--- config.mk ---
export PLATFORM = sky130hd
export DESIGN_NAME = conv_div_32s_16ns_32_seq
export DESIGN_NICKNAME = d
export VERILOG_FILES = /design/src/rtl/conv_div_32s_16ns_32_seq.sv
export SDC_FILE = /design/constraint.sdc
export NUM_CORES = 1
export LEC_CHECK = 0
export CORE_MARGIN = 1.5
export CORE_UTILIZATION = 50
export DETAILED_ROUTE_END_ITERATION = 16
export PLACE_DENSITY_LB_ADDON = 0.25
export SLEW_MARGIN = 20
export SYNTH_ARGS = -nofsm -noshare
export SYNTH_HDL_FRONTEND = slang
export SYNTH_SLANG_ARGS = --single-unit
--- constraint.sdc ---
create_clock -name ap_clk -period 2.5 [get_ports ap_clk]
set_input_delay 0.25 -clock ap_clk [delete_from_list [all_inputs] [get_ports ap_clk]]
set_output_delay 0.25 -clock ap_clk [all_outputs]
set_load 0.01 [all_outputs]
--- src/rtl/conv_div_32s_16ns_32_seq.sv ---
// Sequential signed-by-unsigned restoring divider, one quotient bit per cycle.
// Operands and results move over valid/ready handshakes; one operation in flight.
module conv_div_32s_16ns_32_seq #(
  parameter int DIVIDEND_W = 32,
  parameter int DIVISOR_W  = 16
) (
  input  logic                         ap_clk,
  input  logic                         ap_rst_n,
  input  logic                         in_valid,
  output logic                         in_ready,
  input  logic signed [DIVIDEND_W-1:0] dividend,
  input  logic        [DIVISOR_W-1:0]  divisor,
  output logic                         out_valid,
  input  logic                         out_ready,
  output logic signed [DIVIDEND_W-1:0] quotient,
  output logic signed [DIVISOR_W:0]    remainder,
  output logic                         div_by_zero
);

  localparam int CNT_W = $clog2(DIVIDEND_W) + 1;
  localparam int REM_W = DIVISOR_W + 1;

  typedef enum logic [1:0] {
    IDLE = 2'd0,
    CALC = 2'd1,
    FIX  = 2'd2,
    OUT  = 2'd3
  } state_t;

  state_t                  state_r;
  logic [DIVIDEND_W-1:0]   mag_r;
  logic [DIVISOR_W-1:0]    dsr_r;
  logic [REM_W-1:0]        prem_r;
  logic                    neg_r;
  logic                    dz_r;
  logic [CNT_W-1:0]        cnt_r;
  logic                    in_ready_r;
  logic                    out_valid_r;
  logic [DIVIDEND_W-1:0]   quotient_r;
  logic [REM_W-1:0]        remainder_r;
  logic                    div_by_zero_r;

  logic [DIVIDEND_W-1:0]   abs_s;
  logic [REM_W-1:0]        shifted_s;
  logic [REM_W:0]          trial_s;
  logic                    last_s;

  assign in_ready    = in_ready_r;
  assign out_valid   = out_valid_r;
  assign quotient    = quotient_r;
  assign remainder   = remainder_r;
  assign div_by_zero = div_by_zero_r;

  // Operand magnitude and one restoring step of the partial remainder.
  always_comb begin
    abs_s     = {DIVIDEND_W{1'b0}};
    shifted_s = {REM_W{1'b0}};
    trial_s   = {(REM_W+1){1'b0}};
    last_s    = 1'b0;
    if (dividend[DIVIDEND_W-1]) begin
      // -2^(W-1) wraps onto itself, which is the correct unsigned magnitude
      abs_s = {DIVIDEND_W{1'b0}} - dividend;
    end else begin
      abs_s = dividend;
    end
    // partial remainder is always below the divisor, so its top bit is free
    shifted_s = {prem_r[DIVISOR_W-1:0], mag_r[DIVIDEND_W-1]};
    trial_s   = {1'b0, shifted_s} - {2'b00, dsr_r};
    last_s    = (cnt_r == CNT_W'(DIVIDEND_W - 1));
  end

  // Control FSM, datapath registers and registered outputs.
  always_ff @(posedge ap_clk or negedge ap_rst_n) begin
    if (!ap_rst_n) begin
      state_r       <= IDLE;
      mag_r         <= {DIVIDEND_W{1'b0}};
      dsr_r         <= {DIVISOR_W{1'b0}};
      prem_r        <= {REM_W{1'b0}};
      neg_r         <= 1'b0;
      dz_r          <= 1'b0;
      cnt_r         <= {CNT_W{1'b0}};
      in_ready_r    <= 1'b1;
      out_valid_r   <= 1'b0;
      quotient_r    <= {DIVIDEND_W{1'b0}};
      remainder_r   <= {REM_W{1'b0}};
      div_by_zero_r <= 1'b0;
    end else begin
      case (state_r)
        IDLE: begin
          if (in_valid && in_ready_r) begin
            mag_r      <= abs_s;
            dsr_r      <= divisor;
            neg_r      <= dividend[DIVIDEND_W-1];
            dz_r       <= (divisor == {DIVISOR_W{1'b0}});
            prem_r     <= {REM_W{1'b0}};
            cnt_r      <= {CNT_W{1'b0}};
            in_ready_r <= 1'b0;
            state_r    <= (divisor == {DIVISOR_W{1'b0}}) ? FIX : CALC;
          end
        end
        CALC: begin
          // quotient bits shift into the vacated low end of the magnitude
          mag_r <= {mag_r[DIVIDEND_W-2:0], ~trial_s[REM_W]};
          if (trial_s[REM_W]) begin
            prem_r <= shifted_s;
          end else begin
            prem_r <= trial_s[REM_W-1:0];
          end
          cnt_r <= cnt_r + CNT_W'(1);
          if (last_s) begin
            state_r <= FIX;
          end
        end
        FIX: begin
          if (dz_r) begin
            quotient_r    <= neg_r ? {1'b1, {(DIVIDEND_W-1){1'b0}}}
                                   : {1'b0, {(DIVIDEND_W-1){1'b1}}};
            remainder_r   <= {REM_W{1'b0}};
            div_by_zero_r <= 1'b1;
          end else begin
            quotient_r    <= neg_r ? ({DIVIDEND_W{1'b0}} - mag_r) : mag_r;
            remainder_r   <= neg_r ? ({REM_W{1'b0}} - prem_r) : prem_r;
            div_by_zero_r <= 1'b0;
          end
          out_valid_r <= 1'b1;
          state_r     <= OUT;
        end
        OUT: begin
          if (out_ready) begin
            out_valid_r <= 1'b0;
            in_ready_r  <= 1'b1;
            state_r     <= IDLE;
          end
        end
        default: begin
          out_valid_r <= 1'b0;
          in_ready_r  <= 1'b1;
          state_r     <= IDLE;
        end
      endcase
    end
  end

endmodule

==> impl_metrics.yaml, run 1 <==
power_and_ir_drop:
  p_leak_nw: 4.61
  ir_worst_vdd_mv: 0.476
  power_mw: 4.68
  power_density_nw_per_um2: 445
clock_tree:
  clkSlewWorstSetupHoldPaths_ns: 0.06
  cts.sinks: 127
  cts-root-buf: "clkbuf_16"
  cts_tree: "built"
  clk_path_buf_depth: 2
  clk_latency_ns: 0.43
  cts_buffers: 17
  h-tree-depth: 4
  cts_setup_buffers: 0
global_routing:
  grtUsageTotal_pct: 27.4
  antenna_found_initial: 0
  grt_max_degree: 45
  grt_pass1_vias: 7145
  grt_overflow_total: 0
  grt_first_pass_wirelength_um: 36100
finish:
  num-fill-cells: 1317
  final_common_cell: "dfrtp_1"
  mostFrequentLayoutCells: "dfrtp_1, clkdlybuf4s50_1, buf_4"
  ff_latch_area_sq_um: 3180
  drive_above_1_share_pct: 15.9
  multi_input_area_sq_um: 4470
  antenna_cells: 0
  finalNetCount: 1145
  stdcell_area_sq_um: 10500
  syn_to_final_growth_pct: 30.1
  fin_cells: 1296
timing:
  tightest_slew_ns: 0.699
  fin_tns_setup_ns: 0
  slew_viol_final: 0
  skew_ns: 0.00920
  timing.hold.ws_ns: 0.366
  relSlewSlack_pct: 52.9
  finalCritPeriodShare_pct: 96.7
  fmax_mhz: 414
  hold_viol: 0
  min_period_ns: 2.42
  setup_violations: 0
critical_path:
  cp_max_fo: 5
  crit_required_ns: 2.81
  slowest_stage: "or4_4"
  cp-start-kind: "register"
  reg2reg_depth: 8
  cp.arrival_ns: 2.73
  r2r_slack_ns: 0.08
  worst_path_largest_cell_delay_ns: 0.56
  startpoint: "mag_r[0]$_DFFE_PN0P_"
  path_class: "register to register"
  reg2reg_to: "quotient[12]$_DFFE_PN0P_"
  cp-endpoint: "quotient[12]$_DFFE_PN0P_"
  r2r_start: "mag_r[0]$_DFFE_PN0P_"
  path_cells: "inv_1 -> ha_1 -> or3b_4 -> nand2b_1 -> or4_4 -> o21ai_1 -> a2bb2oi_1 -> mux2_2"
  end_kind: "register"
synthesis:
  synth-edff-count: 0
  ys_warn_count: 0
  synth_top_area_share_pct: 39.0
  ys_seq_elements: 127
  synthCells: 910
  syn_area_sq_um: 8080
  syn_avg_cell_area_sq_um: 8.88
  synth_area_leaders: "dfrtp_1, o21ai_0, xor2_1, ha_1, mux2_2"
  yosysTopAreaCell: "dfrtp_1"
  async_reset_ff_share_pct: 100
  synth_cell_types: 67
  synthFlopType: "dfrtp_1"
  synth_nets: 988
  synth-seq-area-share_pct: 39.4
die:
  die_x_um: 130
  die-area_sq_um: 16900
  coreArea_sq_um: 15800
  initial_core_util_pct: 51.0
  dieHeight_um: 130
  ios: 104
  row_count: 46
place:
  place_congestion: 0.944
  place_hpwl_um: 16300
  placedCellCount: 1263
  placed_area_sq_um: 9900
  port-buffer-count: 103
routing:
  viasPerCell: 5.94
  wl_per_cell_um: 17.0
  ant_nets: 0
  drcViolationCount: 0
  vias: 7700
  drt_first_pass_iters: 6
  drtIter0Drc: 838
  routed_wl_um: 22100
outcome:
  status: "finished, final reports clean"
hold_path:
  hold_class: "input port to async pin"
flow_run:
  cap_violations: 0
[final cells by class]
type | count | share of cell area [%]
multi-input combinational | 659 | 42.5
sequential | 127 | 30.2
timing repair buffer | 198 | 17.0
clock buffer | 22 | 4.61
tap | 216 | 2.57
inverter | 64 | 2.29
clock inverter | 10 | 0.821
[Yosys cell counts, types with 3 or more instances]
cell and count:
nor3_1 23, nor2b_1 8, xor2_1 47, o221ai_1 9, ha_1 25, nor2_1 47, nand4_1 19, clkbuf_1 48
or3_1 11, o22ai_1 18, a21oi_1 44, mux2i_1 5, mux2_2 24, and3_1 3, o311ai_0 4, and2_1 8
nand3_1 17, o311a_1 5, o21ai_0 89, o21a_1 3, xnor2_1 9, o41ai_1 15, nor4_1 15, nand3b_1 6
or4_1 10, nand2_1 59, o211ai_1 17, a31oi_1 7, buf_1 6, buf_2 4, o31ai_1 21, dfrtp_1 126
inv_1 64, a22oi_1 30, nand2b_1 11, a21o_1 8, a41oi_1 7
[worst max-delay path, delay by kind of cell, from the launching register on]
| family | cells | cell delay (ns) |
|---|---|---|
| muxes | 1 | 0.26 |
| DFF | 1 | 0.40 |
| and+or+nand+nor | 3 | 1.16 |
| adders and majority gates | 1 | 0.16 |
| buffers and inverters | 1 | 0.09 |
| AOI/OAI and AO/OA | 2 | 0.22 |
[sequential cells by signal, summed over array words and instances, names as in the netlist, 2 cells and up]
register / count
mag_r: 32
quotient: 32
prem_r: 17
remainder: 17
dsr_r: 16
cnt_r: 6
state_r: 2
[cells by family (layout without fill, tap and decap cells)]
kind of cell               count (synthesis)  after routing  share of synthesized area (%)
DFF                                      127            127                           39.4
adders and majority gates                 26             26                           4.12
muxes                                     29             29                           3.97
AOI/OAI and AO/OA                        294            294                           23.8
and+or+nand+nor                          254            254                           16.8
xor gates and xnor gates                  56             56                           6.07
buffers and inverters                    124            294                           5.93
[repair_timing]
item / 4_1_cts / 5_1_grt
pin swaps: 0 / 3
hold buffers: 1 / 0
resized for setup: 1 / 9
endpoints found under the setup margin: 1 / 15
endpoints found under the hold margin: 39 / 0
[metal layers]
metal | up-vias | wire, um | GRT usage [%]
li1 | 3707 | - | -
met1 | 3684 | 10800 | 41.4
met2 | 285 | 9440 | 39.1
met3 | 24 | 1550 | 6.23
met4 | 0 | 297 | 7.65
met5 | - | 0 | 0
[worst min path at each step]
stage                     startpoint                   endpoint  slack, ns  cells past startpoint
after floorplan             ap_rst_n       cnt_r[0]$_DFFE_PN0P_      -0.05                      0
after global placement      ap_rst_n  remainder[11]$_DFFE_PN0P_       0.28                      1
after detailed placement    ap_rst_n  remainder[11]$_DFFE_PN0P_       0.28                      1
after CTS                   ap_rst_n      prem_r[9]$_DFFE_PN0P_       0.39                      2
after global routing        ap_rst_n      prem_r[9]$_DFFE_PN0P_       0.42                      2
final                       ap_rst_n      prem_r[9]$_DFFE_PN0P_       0.37                      2
[power breakdown]
group | total, mW | leakage, nW | switching, mW | internal [mW]
combinational | 0.240 | 2.57 | 0.119 | 0.121
clock | 2.38 | 0.278 | 0.917 | 1.46
sequential | 2.06 | 1.76 | 0 | 2.06
[per-stage QoR]
step	setup slack [ns]	utilization, %
final	0.0834	66.4
after detailed placement	-0.0646	62.5
after global placement	-0.0210	62.5
after floorplan	0.0259	-
after global routing	-0.0265	66.4
after CTS	0.0546	66.2
No activity file was read; power rests on OpenSTA's default activity.
==> run 2, diff against run 1 <==
--- a/config.mk
+++ b/config.mk
@@ -5,6 +5,7 @@
 export SDC_FILE = /design/constraint.sdc
 export NUM_CORES = 1
 export LEC_CHECK = 0
+export CAP_MARGIN = 10
 export CORE_MARGIN = 1.5
 export CORE_UTILIZATION = 50
 export DETAILED_ROUTE_END_ITERATION = 16
==> results of run 2 <==
Final layout, timing and power as in run 1 (identical DEF).
